--- config.mk ---
export PLATFORM = sky130hd
export DESIGN_NAME = seq_alu_flat
export DESIGN_NICKNAME = d
export VERILOG_FILES = /design/src/rtl/alu_pkg.sv /design/src/rtl/seq_alu_if.sv /design/src/rtl/alu_comb_core.sv /design/src/rtl/seq_alu.sv /design/src/flat_wrapper.sv
export SDC_FILE = /design/constraint.sdc
export NUM_CORES = 1
export LEC_CHECK = 0
export ABC_AREA = 1
export CAP_MARGIN = 20
export CORE_MARGIN = 2
export CORE_UTILIZATION = 40
export CTS_CLUSTER_SIZE = 16
export DETAILED_ROUTE_END_ITERATION = 10
export GPL_TIMING_DRIVEN = 0
export SLEW_MARGIN = 10
export SYNTH_ARGS = -nofsm -noshare
export SYNTH_HDL_FRONTEND = slang
export SYNTH_HIERARCHICAL = 1
export SYNTH_SLANG_ARGS = --single-unit
--- constraint.sdc ---
create_clock -name clk -period 2.7 [get_ports clk]
set_input_delay 0.54 -clock clk [delete_from_list [all_inputs] [get_ports clk]]
set_output_delay 0.54 -clock clk [all_outputs]
set_load 0.1 [all_outputs]
--- src/rtl/alu_pkg.sv ---
// Shared opcode/state types and the multi-cycle classifier for the sequential ALU.
package alu_pkg;

  typedef enum logic [3:0] {
    OpAdd  = 4'h0,
    OpLsh  = 4'h1,
    OpRsh  = 4'h2,
    OpMov  = 4'h3,
    OpOr   = 4'h4,
    OpXor  = 4'h5,
    OpAnd  = 4'h6,
    OpAddi = 4'h7,
    OpMul  = 4'h8,
    OpShln = 4'h9,
    OpShrn = 4'hA,
    OpNop  = 4'hF
  } alu_op_t;

  typedef enum logic [0:0] {
    StIdle,
    StRun
  } state_t;

  localparam alu_op_t OP_MUL  = OpMul;
  localparam alu_op_t OP_SHLN = OpShln;
  localparam alu_op_t OP_SHRN = OpShrn;

  // n is the already-clamped shift distance; a zero-distance shift completes in one cycle.
  function automatic logic is_multicycle(input logic [3:0] op, input int unsigned n);
    return (op == OP_MUL) || (((op == OP_SHLN) || (op == OP_SHRN)) && (n != 0));
  endfunction

endpackage

--- src/rtl/seq_alu_if.sv ---
// Request/response bundle between the controller (master) and seq_alu (slave).
interface seq_alu_if #(
  parameter int unsigned W = 8
) ();
  logic         start;
  logic [3:0]   cmd;
  logic [W-1:0] inA;
  logic [W-1:0] inB;
  logic         sc_i;
  logic         busy;
  logic         done;
  logic [W-1:0] rslt;
  logic [W-1:0] rslt_hi;
  logic         sc_o;
  logic         zero;
  logic         pari;

  modport master (
    output start, cmd, inA, inB, sc_i,
    input  busy, done, rslt, rslt_hi, sc_o, zero, pari
  );

  modport slave (
    input  start, cmd, inA, inB, sc_i,
    output busy, done, rslt, rslt_hi, sc_o, zero, pari
  );
endinterface

--- src/rtl/alu_comb_core.sv ---
// Combinational single-cycle operations; produces {sc, rslt} for every opcode.
module alu_comb_core
  import alu_pkg::*;
#(
  parameter int unsigned W = 8
) (
  input  logic [3:0]   i_cmd,
  input  logic [W-1:0] i_a,
  input  logic [W-1:0] i_b,
  input  logic         i_sc,
  output logic [W-1:0] o_rslt,
  output logic         o_sc
);

  always_comb begin
    o_rslt = '0;
    o_sc   = 1'b0;
    case (i_cmd)
      OpAdd, OpAddi: {o_sc, o_rslt} = {1'b0, i_a} + {1'b0, i_b} + {{W{1'b0}}, i_sc};
      OpLsh:         {o_sc, o_rslt} = {i_a, i_sc};
      OpRsh:         {o_rslt, o_sc} = {i_sc, i_a};
      // Zero-distance shifts land here as a plain pass-through.
      OpMov, OpNop, OpShln, OpShrn: o_rslt = i_a;
      OpOr:          o_rslt = i_a | i_b;
      OpXor:         o_rslt = i_a ^ i_b;
      OpAnd:         o_rslt = i_a & i_b;
      default:       ;
    endcase
  end

endmodule

--- src/rtl/seq_alu.sv ---
// Registered ALU: single-cycle ops via alu_comb_core, shift-add MUL and bit-serial shifts.
module seq_alu
  import alu_pkg::*;
#(
  parameter int unsigned W     = 8,
  parameter int unsigned CNT_W = $clog2(W) + 1
) (
  input logic       clk,
  input logic       reset,
  seq_alu_if.slave  bus
);

  localparam logic [CNT_W-1:0] WCnt = CNT_W'(W);

  state_t           r_state, w_state_nxt;
  logic [CNT_W-1:0] r_cnt, w_n;
  logic [2*W-1:0]   r_acc, w_mul_nxt;
  logic [W:0]       w_add;
  logic [W-1:0]     r_mcand, w_sh_nxt, w_core_rslt, w_fin_lo, w_fin_hi;
  logic             r_is_mul, r_is_left, r_full, r_first;
  logic             w_sh_sc, w_core_sc, w_fin_sc, w_multi, w_accept, w_last, w_update;
  logic             r_done, r_sc_o, r_zero, r_pari;
  logic [W-1:0]     r_rslt, r_rslt_hi;

  alu_comb_core #(.W(W)) u_core (
    .i_cmd  (bus.cmd),
    .i_a    (bus.inA),
    .i_b    (bus.inB),
    .i_sc   (bus.sc_i),
    .o_rslt (w_core_rslt),
    .o_sc   (w_core_sc)
  );

  assign w_n     = (bus.inB[CNT_W-1:0] > WCnt) ? WCnt : bus.inB[CNT_W-1:0];
  assign w_multi = is_multicycle(bus.cmd, 32'(w_n));

  always_comb begin
    w_state_nxt = r_state;
    w_accept    = 1'b0;
    w_last      = 1'b0;
    case (r_state)
      StIdle: begin
        if (bus.start) begin
          w_accept = 1'b1;
          if (w_multi) w_state_nxt = StRun;
        end
      end
      StRun: begin
        if (r_cnt == CNT_W'(1)) begin
          w_last      = 1'b1;
          w_state_nxt = StIdle;
        end
      end
      default: w_state_nxt = StIdle;
    endcase
  end

  assign w_update = (w_accept && !w_multi) || w_last;

  // Shift-add step: multiplier sits in the low half of r_acc, product grows from the top.
  assign w_add     = {1'b0, r_acc[2*W-1:W]} + (r_acc[0] ? {1'b0, r_mcand} : '0);
  assign w_mul_nxt = {w_add, r_acc[W-1:1]};

  always_comb begin
    w_sh_sc  = r_is_left ? r_acc[W-1] : r_acc[0];
    w_sh_nxt = r_is_left ? {r_acc[W-2:0], 1'b0} : {1'b0, r_acc[W-1:1]};
    w_fin_hi = '0;
    w_fin_lo = w_core_rslt;
    w_fin_sc = w_core_sc;
    if (r_state == StRun) begin
      if (r_is_mul) begin
        {w_fin_hi, w_fin_lo} = w_mul_nxt;
        w_fin_sc             = 1'b0;
      end else begin
        w_fin_lo = w_sh_nxt;
        // A full-width shift reports the first bit out rather than the last.
        w_fin_sc = r_full ? r_first : w_sh_sc;
      end
    end
  end

  always_ff @(posedge clk) begin
    if (reset) begin
      r_state   <= StIdle;
      r_cnt     <= '0;
      r_acc     <= '0;
      r_mcand   <= '0;
      r_is_mul  <= 1'b0;
      r_is_left <= 1'b0;
      r_full    <= 1'b0;
      r_first   <= 1'b0;
      r_done    <= 1'b0;
      r_rslt    <= '0;
      r_rslt_hi <= '0;
      r_sc_o    <= 1'b0;
      r_zero    <= 1'b0;
      r_pari    <= 1'b0;
    end else begin
      r_state <= w_state_nxt;
      r_done  <= w_update;
      if (w_accept && w_multi) begin
        r_mcand   <= bus.inA;
        r_is_mul  <= (bus.cmd == OP_MUL);
        r_is_left <= (bus.cmd == OP_SHLN);
        r_cnt     <= (bus.cmd == OP_MUL) ? WCnt : w_n;
        r_acc     <= {{W{1'b0}}, (bus.cmd == OP_MUL) ? bus.inB : bus.inA};
        r_full    <= (w_n == WCnt);
        r_first   <= (bus.cmd == OP_SHLN) ? bus.inA[W-1] : bus.inA[0];
      end else if (r_state == StRun) begin
        r_cnt <= r_cnt - CNT_W'(1);
        r_acc <= r_is_mul ? w_mul_nxt : {{W{1'b0}}, w_sh_nxt};
      end
      if (w_update) begin
        r_rslt    <= w_fin_lo;
        r_rslt_hi <= w_fin_hi;
        r_sc_o    <= w_fin_sc;
        r_zero    <= ({w_fin_hi, w_fin_lo} == '0);
        r_pari    <= ^w_fin_lo;
      end
    end
  end

  assign bus.busy    = (r_state == StRun);
  assign bus.done    = r_done;
  assign bus.rslt    = r_rslt;
  assign bus.rslt_hi = r_rslt_hi;
  assign bus.sc_o    = r_sc_o;
  assign bus.zero    = r_zero;
  assign bus.pari    = r_pari;

endmodule

--- src/flat_wrapper.sv ---
// flat-port wrapper written by rule: the top's interface ports become plain ports
module seq_alu_flat import alu_pkg::*;
#(
  parameter int unsigned W     = 8,
  parameter int unsigned CNT_W = $clog2(W) + 1
)
  (clk, reset, bus_start, bus_cmd, bus_inA, bus_inB, bus_sc_i, bus_busy, bus_done, bus_rslt, bus_rslt_hi, bus_sc_o, bus_zero, bus_pari);
  seq_alu_if #(.W(W)) bus_i ();
  input logic clk;
  input logic reset;
  input wire logic [$bits(bus_i.start)-1:0] bus_start;
  input wire logic [$bits(bus_i.cmd)-1:0] bus_cmd;
  input wire logic [$bits(bus_i.inA)-1:0] bus_inA;
  input wire logic [$bits(bus_i.inB)-1:0] bus_inB;
  input wire logic [$bits(bus_i.sc_i)-1:0] bus_sc_i;
  output wire logic [$bits(bus_i.busy)-1:0] bus_busy;
  output wire logic [$bits(bus_i.done)-1:0] bus_done;
  output wire logic [$bits(bus_i.rslt)-1:0] bus_rslt;
  output wire logic [$bits(bus_i.rslt_hi)-1:0] bus_rslt_hi;
  output wire logic [$bits(bus_i.sc_o)-1:0] bus_sc_o;
  output wire logic [$bits(bus_i.zero)-1:0] bus_zero;
  output wire logic [$bits(bus_i.pari)-1:0] bus_pari;
  assign bus_i.start = bus_start;
  assign bus_i.cmd = bus_cmd;
  assign bus_i.inA = bus_inA;
  assign bus_i.inB = bus_inB;
  assign bus_i.sc_i = bus_sc_i;
  assign bus_busy = bus_i.busy;
  assign bus_done = bus_i.done;
  assign bus_rslt = bus_i.rslt;
  assign bus_rslt_hi = bus_i.rslt_hi;
  assign bus_sc_o = bus_i.sc_o;
  assign bus_zero = bus_i.zero;
  assign bus_pari = bus_i.pari;
  seq_alu #(.W(W), .CNT_W(CNT_W)) u_core (.clk(clk), .reset(reset), .bus(bus_i));
endmodule
## After elaboration in Yosys (flattened, before gate mapping)

Index checks and enable logic that the tools add are counted.

| storage, ports and cells | value |
|---|---|
| input port bits | 24 |
| flip-flop bits (word level) | 53 |
| word-level logic and storage cells | 81 |
| output and inout bits | 21 |

| cells by class | value |
|---|---|
| reduce and logical (&&, ||, !) cells | 15 |
| muxes and demuxes | 29 |
| bitwise logic cells | 4 |
| equality and inequality tests | 13 |
| order comparisons | 1 |
| add/sub/neg operators | 4 |

Operator list:

| operator | number |
|---|---|
| $mux W8 | 9 |
| $pmux W8 S7 | 1 |
| $eq A4 B4 Y1 const B | 5 |
| $add A8 B8 Y9 | 2 |
| $eq A4 B3 Y1 const B | 4 |
| $logic_not A16 Y1 | 1 |
| $mux W16 | 1 |
| $mux W4 | 4 |
| $mux W1 | 12 |
| $add A9 B1 Y9 | 1 |
| $and A8 B8 Y8 | 1 |
| $eq A4 B1 Y1 const B | 2 |
| $eq A4 B2 Y1 const B | 2 |
| $or A8 B8 Y8 | 1 |
| $reduce_xor A8 Y1 | 1 |
| $xor A8 B8 Y8 | 1 |
| $gt A4 B4 Y1 const B | 1 |
| $logic_not A4 Y1 | 1 |
| $reduce_bool A4 Y1 | 1 |
| $reduce_or A2 Y1 | 2 |
| $reduce_or A4 Y1 | 1 |
| $sub A4 B1 Y4 const B | 1 |
| $logic_and A1 B1 Y1 | 3 |
| $logic_or A1 B1 Y1 | 3 |
| other kinds (5) | 5 |

## Longest topological paths before layout

Gate-level depths: netlist of run 1.

| logic depth | value |
|---|---|
| word-level depth | 8 |
| depth in mapped cells | 21 |
| mapped depth without buffers | 21 |

## Cells and area by module

Netlist of run 1, hierarchy kept.

Modules (own cells, without submodules):

| module | seq. area each (µm²) | area an instance (µm²) | times used | cells an instance |
|---|---|---|---|---|
| seq_alu | 1,061.0 | 2,840.2 | 1 | 406 |
| alu_comb_core | 0.0 | 1,142.3 | 1 | 222 |

## Worst setup path after synthesis of run 1

OpenSTA, ideal clock, no wires.

| timing path | value |
|---|---|
| kind | input to register |
| start point | input port bus_inA[0] |
| end point | register u_core.r_pari (netlist: u_core/bus.pari) |
| library setup time | 0.086 ns |
| stages | 16 |
| path buffers | 0 |
| arrival time | 2.776 ns |
| setup slack | -0.161 ns |
| required time | 2.614 ns |
| cell sequence | fa_1 > fa_1 > nand2_1 > nand3_1 > nand3_1 > nand2_1 > nand2_1 > nand3_1 > nand2_1 > nand2_1 > nand2_1 > inv_1 > ha_1 > xnor2_1 > xnor2_1 > a211oi_1 |

| on the way | value |
|---|---|
| cells in the longest elaborated chain, start to end | 5 |
| elaborated cells between the ends (all ways) | 8 |
| classes of those cells | 2 x add/sub; 2 x mux; 3 x bitwise; 1 x reduce/logical |

Ends and longest elaborated chain:

| element | line | RTL |
|---|---|---|
| start: declaration | flat_wrapper.sv:13 | `input wire logic [$bits(bus_i.inA)-1:0] bus_inA;` |
| $add A8 B8 Y9 | alu_comb_core.sv:19 | `OpAdd, OpAddi: {o_sc, o_rslt} = {1'b0, i_a} + {1'b0, i_b} + {{W{1'b0}}, i_sc};` |
| $add A9 B1 Y9 | alu_comb_core.sv:19 |  |
| $pmux W8 S7 | alu_comb_core.sv:18 | `case (i_cmd)` |
| net u_core.w_core_rslt[6] | seq_alu.sv:19 | `logic [W-1:0] r_mcand, w_sh_nxt, w_core_rslt, w_fin_lo, w_fin_hi;` |
| $mux W8 | seq_alu.sv:70 | `if (r_state == StRun) begin` |
| $reduce_xor A8 Y1 | seq_alu.sv:118 | `r_pari <= ^w_fin_lo;` |
| end signal: assignment | seq_alu.sv:118 |  |
| end: declaration | seq_alu.sv:22 | `logic r_done, r_sc_o, r_zero, r_pari;` |

The timed path passes the listed nets, and every way through them passes these cells.
A chain may end at the register's enable or synchronous reset.

## Final worst setup path of run 1

| timing path | value |
|---|---|
| start point | input port bus_sc_i |
| end point | register u_core.r_zero (netlist: u_core/bus.zero) |

| on the way | value |
|---|---|
| cells in the longest elaborated chain, start to end | 4 |

Ends and longest elaborated chain:

| element | line | RTL |
|---|---|---|
| start: declaration | flat_wrapper.sv:15 | `input wire logic [$bits(bus_i.sc_i)-1:0] bus_sc_i;` |
| $add A9 B1 Y9 | alu_comb_core.sv:19 |  |
| $pmux W8 S7 | alu_comb_core.sv:18 |  |
| net u_core.w_core_rslt[4] | seq_alu.sv:19 |  |
| $mux W8 | seq_alu.sv:70 |  |
| $logic_not A16 Y1 | seq_alu.sv:117 | `r_zero <= ({w_fin_hi, w_fin_lo} == '0);` |
| end signal: assignment | seq_alu.sv:117 |  |
| end: declaration | seq_alu.sv:22 |  |

The timed path passes the listed nets, and every way through them passes these cells.

==> results of run 1 <==
==> layer usage <==
layer	up-vias	share of wire, %	wire (um)	GRT usage [%]
met3	14	3.5	404	1.89
met1	1952	45	5240	28.0
li1	2136	-	-	-
met2	91	50	5820	38.3
met5	-	0	0	0
met4	0	1.6	185	6.95
==> metrics by stage <==
step | hold WS, ps | instances | setup slack [ps] | power, uW
6_report | 469 | 819 | 29.0 | 2100
2_1_floorplan | 442 | 628 | 2.95 | 1400
3_5_place_dp | 456 | 805 | -851 | 1610
4_1_cts | 471 | 814 | 2.17 | 2070
5_1_grt | 494 | 819 | -80.4 | 2230
3_3_place_gp | 452 | 805 | -815 | 1600
==> state kept, by name (all words and copies together) (netlist names) <==
signal	flops
u_core/bus.sc_o	1
u_core/bus.rslt	8
u_core/r_acc	16
u_core/bus.done	1
u_core/r_cnt	4
u_core/r_first	1
u_core/r_mcand	8
u_core/bus.pari	1
u_core/r_full	1
u_core/bus.busy	1
u_core/r_is_mul	1
u_core/r_is_left	1
u_core/bus.rslt_hi	8
u_core/bus.zero	1
==> final cells by class <==
type / count / area (um^2)
multi-input cells: 460 / 2630
inverters: 101 / 380
clock buffers: 6 / 72.6
fillers: 1042 / 4880
plain buffers: 14 / 75.1
well taps: 133 / 166
flip-flops and latches: 53 / 1060
clock inverters: 2 / 13.8
repair buffers: 50 / 455
==> how the worst max path moves through the flow <==
| stage | cells past startpoint | from | to |
|---|---|---|---|
| 2_1_floorplan | 16 | bus_sc_i | u_core/bus.pari |
| 3_3_place_gp | 19 | bus_inB[0] | u_core/bus.zero |
| 3_5_place_dp | 17 | bus_inB[0] | u_core/bus.pari |
| 4_1_cts | 16 | bus_cmd[3] | u_core/bus.zero |
| 5_1_grt | 19 | bus_sc_i | u_core/bus.zero |
| 6_report | 19 | bus_sc_i | u_core/bus.zero |
==> cells in the mapped netlist (all sizes together) <==
master	n	area, um^2
o21a	1	7.51
fa	3	60.1
o211ai	6	45.0
clkbuf	8	30.0
buf	6	45.0
nand2	194	766
o211a	1	10.0
nand3b	2	15.0
nor3	3	15.0
a31o	2	17.5
a22oi	1	7.51
xnor2	4	35.0
xor2	1	8.76
dfxtp	53	1060
nand3	45	253
o21ai	45	225
nor2	47	214
a21oi	55	275
clkinv	1	5.00
nand4	5	31.3
ha	30	375
or2	2	12.5
a31oi	8	50.1
a211oi	3	27.5
a32oi	1	8.76
o22ai	1	6.26
inv	100	375
==> power by group through the flow <==
stage                     clock, uW  combinational, uW  sequential (uW)
after global placement            0                732              867
after detailed placement          0                739              867
after floorplan                   0                327             1070
final                           451                803              849
after global routing            501                871              855
after CTS                       472                752              849
==> logic make-up after synthesis <==
family | Yosys count
buffers and inverters | 115
DFF | 53
and+or+nand+nor | 298
xor gates and xnor gates | 5
AOI/OAI and AO/OA | 124
adders and majority gates | 33
==> tightest hold or removal path, cell delays in order, from the launching register on <==
cell and delay [ps]:
dfxtp_1 320, nand2_1 60, a21oi_1 50
==> repair_timing <==
action,CTS,global route
pin swaps,11,16
setup buffers,1,5
hold endpoints to repair,0,0
setup endpoints to repair,2,2
resized for setup,42,45
==> metrics.txt, run 1 <==
WP data required=slightly below 3000 ps; Gate power share=a little under two fifths; maximum vdd drop=between 0.0002 and 0.00025 V; initial detailed-routing violation count=approximately 270; Final Critical Period=between 2000 and 3000 ps; number of diodes=0; Max Freq=around 370 MHz; Synth-to-Final Area Change=21.8%; critical path's largest stage delay=around 400 ps; Final Cell Area=between 0.004 and 0.005 mm^2; flops & latches, synth=53; total grt overflow=0; post-synthesis mux area share=0%; final setup fails=0; Crit Path Class=input pin to register; commonest non-fill, non-tap cell in the layout=nand2_1; layout cells sized above 1=around 13%; post-detailed-route count of antenna-violating nets=0; R2R cell count=14; compound-gate portion of the synthesized area=17.1%; adder-cell share of the synthesized area=10.9%; Slew @ Worst Pin=978 ps; setup TNS=0 ps; critical path's top delay family=simple AND/OR/NAND/NOR gates; cell area after synthesis=between 0.003 and 0.004 mm^2; syn avg cell area=approximately 6.3 um^2; CTS Buf Count=5; largest family of logic cells by synthesized area=simple AND/OR/NAND/NOR gates; CTS tree=built; Max-cap violations=0; final hold violations=0; first-pass GRT wire length=roughly 19,000 um; Min-Delay Path Class=register to register; Final GP Congestion=a little over 0.9; Seq/Total Area, Yosys=26.6%; port bufs=44; Starting Density=around two fifths; DR vias/cell=about 5; RR Endpoint=u_core/bus.zero; hold depth=2; RSZ-0062 raised after global routing=true; Pwr Density=roughly 430 mW/mm^2; num rows=36; CP max FO=3; Top Ports=between 40 and 50; most frequent cells in the layout=nand2_1, inv_1, a21oi_1, dfxtp_1; ratio of final minimum period to clock period=a little over nine tenths; antenna violations before repair=0; final HPWL from detailed placement=around 9000 um; sequential power share=slightly above 40%; Critical Path AT=slightly below 3000 ps; CTS Hold Buffers Added=0; CTS Sinks=53; Global Route Usage Sum=21.7%; H-Tree Level Count=2; maximum clock path buffer count=2; Routed WL=roughly 12,000 um; Placed Area=about 0.0046 mm^2; synth warn=6; Mapped Cells=approximately 630; Switching Share=39.5%; Vias=~4,200; Root Driver=clkbuf_8; register clock-pin slew on the reported worst setup and hold paths=100 ps; WL per Instance=approximately 14 um; Total Nets Final=around 740; die width=about 100 um; Max Slew Vio Count=0; CP Capture Type=register; die area=~0.011 mm^2; NetSw=between 800 and 900 uW; post-synthesis simple-gate area fraction=between 30% and 40%; Min-Delay Startpoint=u_core/r_mcand[3]; slew margin rel.=roughly 35%; P_int=between 1000 and 1500 uW; Pleak=0.00229 uW; XOR/XNOR Fraction of Synth Area=about 1.1%; Remaining DRCs=0; Slowest-stage cell, CP=fa_2; clock latency on the worst-skew pair=between 300 and 400 ps; flop2flop setup slack=between 200 and 300 ps; Core ar.=between 0.009 and 0.01 mm^2; clock group share of total power=21.4%; worst path cell trace=buf_8 -> fa_2 -> fa_2 -> nand2_2 -> nand3_4 -> nand2_2 -> nand2_2 -> nand3_2 -> nand3_2 -> nand2_1 -> nand2_1 -> inv_2 -> ha_4 -> nand4_1 -> nor2_1 -> nand3_1 -> nor2_1 -> nand3_1 -> a21oi_1; launching point of the worst reg2reg path=u_core/r_acc[0]; syn_nets=about 690; vias in the first global route=just under 4,000; router iterations before antenna repair=5; synth unique cells=40; most used cell, CP=nand2_2; Worst Hold Endpoint=u_core/r_mcand[3]; CP startpoint kind=input pin; largest net degree at the start of global routing=17; CP bufs+invs=2; post-layout util=49.9%; status=finished, final reports clean; Clock Skew=around 9 ps; chip height=between 100 and 150 um
Note: power is estimated with default switching activity, not from simulation.
==> run 2: changes to the inputs <==
==> constraint.sdc (replaced) <==
create_clock -name clk -period 2.43 [get_ports clk]
set_input_delay 0.486 -clock clk [delete_from_list [all_inputs] [get_ports clk]]
set_output_delay 0.486 -clock clk [all_outputs]
set_load 0.05 [all_outputs]
==> run 2 against run 1 <==
The flow now finishes with violations (negative setup slack); sequential power grew 11%; clock power rose by 11%; register-to-register slack got worse by 360 ps; critical endpoint unchanged; largest cell class unchanged.
==> metrics.txt, run 2 (same netlist as run 1, synthesis figures left out) <==
Max-cap violations=0 (unchanged); grt met1 use=28.3% (+0.33 points); final setup fails=2 (+2); Largest Register=u_core/r_acc; CTS Hold Buffers Added=0 (unchanged); initial detailed-routing violation count=315 (+15%); post-layout util=49.9% (+0.064 points); status=finished, violations left; router iterations before antenna repair=5 (unchanged); Starting Density=40.9% (unchanged); Remaining DRCs=0 (unchanged); Pleak=0.00228 uW (-0.43%); post-detailed-route count of antenna-violating nets=0 (unchanged); Placed Area=0.00461 mm^2 (+0.11%); max FFs per register=16 (unchanged); first-pass GRT wire length=19,600 um (+2.3%); ratio of final minimum period to clock period=109%; slew margin rel.=64.1% (+29 points); port bufs=44 (unchanged); Root Driver=clkbuf_8; Routed WL=11,600 um (-0.23%); Vias=4,175 (-0.43%); P_int=1430 uW (+12%); flop2flop setup slack=-70 ps (-360 ps); final hold violations=0 (unchanged); Final GP Congestion=0.906 (-1.3%); vias in the first global route=4,064 (+3.1%); register area=0.00106 mm^2 (unchanged); CTS Sinks=53 (unchanged); DR vias/cell=5.09 (-0.55%); final HPWL from detailed placement=9290 um (+0.83%); Final WS setup=-226 ps (-255 ps); num rows=36 (unchanged); Pwr Density=461 mW/mm^2 (+6.3%); clock latency on the worst-skew pair=300 ps (about the same); commonest non-fill, non-tap cell in the layout=nand2_1; multi-input logic area=0.00263 mm^2 (+0.14%); violated checks=negative setup slack; CTS tree=built; clock group share of total power=22.4% (+1.0 points); Max Slew Vio Count=0 (unchanged); maximum clock path buffer count=2 (unchanged); NetSw=812 uW (-2.4%); fill count=1,045 (+0.29%); met2 Use GR=39.4% (+1.1 points); Slew @ Worst Pin=539 ps (-439 ps); Synth-to-Final Area Change=22.0%; number of diodes=0 (unchanged); register clock-pin slew on the reported worst setup and hold paths=100 ps (about the same); maximum vdd drop=0.000232 V (+0.28%); most frequent cells in the layout=nand2_1, inv_1, a21oi_1, dfxtp_1; sequential power share=42.2% (+1.8 points); global route hottest layer=met2; largest net degree at the start of global routing=18 (+1); Max Freq=377 MHz; die width=104 um (unchanged); RSZ-0062 raised after global routing=true; setup TNS=-404 ps (-404 ps); CP endpoint=u_core/bus.zero; CTS Buf Count=5 (unchanged); Total Nets Final=743 (+0.13%); total grt overflow=0 (unchanged); CP max FO=3 (unchanged); WP data required=2670 ps (-280 ps); Min-Delay Path Class=register to register; WL per Instance=14.2 um (-0.35%); H-Tree Level Count=2 (unchanged); Final Cell Area=0.00486 mm^2 (+0.13%); die area=0.0108 mm^2 (unchanged); Top Ports=45 (unchanged); WHS=470 ps (+0.966 ps); Critical Path AT=2900 ps (-20 ps); layout cells sized above 1=13.2% (+0.71 points); Gate power share=35.4% (-2.8 points); GRT met3 Usage=1.83% (-0.063 points); CP startpoint kind=input pin; Crit. Startpoint=bus_sc_i; Switching Share=36.3% (-3.3 points); Crit Path Class=input pin to register; antenna violations before repair=0 (unchanged); Final Critical Period=around 2700 ps; Global Route Usage Sum=22.1% (+0.37 points); RR Endpoint=u_core/bus.zero; launching point of the worst reg2reg path=u_core/r_acc[0]; chip height=104 um (unchanged); Core ar.=0.00973 mm^2 (unchanged); CP Capture Type=register; R2R cell count=14 (unchanged); Clock Skew=8.29 ps (-0.904 ps)
run 2: cell types whose count changed in the layout (fill, tap and decap cells not counted), moves of 2 or more:
| cell | change |
|---|---|
| buf_2 | +3 |
| clkbuf_2 | -2 |
| clkdlybuf4s15_1 | -2 |
| dlygate4sd2_1 | +4 |
| dlymetal6s2s_1 | -3 |
run 2: final cells by class:
type / instances / area share [%]
clock inverters: 3 / 0.438
flip-flops and latches: 53 / 21.8
inverters: 101 / 7.83
repair buffers: 51 / 9.35
multi-input cells: 460 / 54.2
plain buffers: 14 / 1.55
clock buffers: 5 / 1.42
well taps: 133 / 3.43
run 2: critical path, cell delays in order:
cell and delay, ps:
buf_8 110, fa_2 400, fa_2 400, nand2_2 100, nand3_4 110, nand2_4 80
nand2_2 60, nand3_2 70, nand3_2 70, nand2_1 70, nand2_1 70, inv_2 80
ha_4 120, nand4_1 130, nor2_1 130, nand3_1 70, nor2_1 110, nand3_1 100
a21oi_2 130
run 2: timing repair:
action | in CTS | in global routing
setup endpoints to repair | 6 | 2
resized for setup | 64 | 28
pin swaps | 15 | 14
setup buffers | 5 | 2
run 2: worst min-delay path by stage:
stage | start | end | slack [ps] | cells after the start
2_1_floorplan | u_core/r_full | u_core/r_full | 440 | 2
3_3_place_gp | u_core/r_mcand[3] | u_core/r_mcand[3] | 450 | 2
4_1_cts | u_core/r_mcand[6] | u_core/r_mcand[6] | 470 | 2
5_1_grt | u_core/r_mcand[2] | u_core/r_mcand[2] | 500 | 2
3_5_place_dp | u_core/bus.zero | u_core/bus.zero | 460 | 2
6_report | u_core/r_mcand[6] | u_core/r_mcand[6] | 470 | 2
run 2: power by group through the flow:
stage / combinational [uW] / clock, uW / sequential, uW
floorplan: 365 / 0 / 1070
global placement: 696 / 0 / 963
detailed placement: 705 / 0 / 965
CTS: 766 / 514 / 945
global route: 870 / 552 / 952
finish: 793 / 502 / 944
run 2: metal layers:
layer	up-vias	part of all wire, %
met5	-	0
li1	2133	-
met4	0	2.0
met3	18	3.6
met1	1931	45
met2	93	49
run 2: stage by stage:
| step | setup WS, ps | total power (uW) | instances |
|---|---|---|---|
| finish | -226 | 2240 | 820 |
| global route | -445 | 2370 | 820 |
| CTS | -172 | 2230 | 818 |
| detailed placement | -1100 | 1670 | 805 |
| global placement | -1080 | 1660 | 805 |
| floorplan | -181 | 1430 | 628 |
==> run 3: changes to the inputs <==
--- a/config.mk
+++ b/config.mk
@@ -11,6 +11,7 @@
 export CORE_UTILIZATION = 40
 export CTS_CLUSTER_SIZE = 16
 export DETAILED_ROUTE_END_ITERATION = 10
+export GPL_ROUTABILITY_DRIVEN = 1
 export GPL_TIMING_DRIVEN = 0
 export SLEW_MARGIN = 10
 export SYNTH_ARGS = -nofsm -noshare
==> results of run 3 <==
Final layout, timing and power as in run 2 (identical DEF).
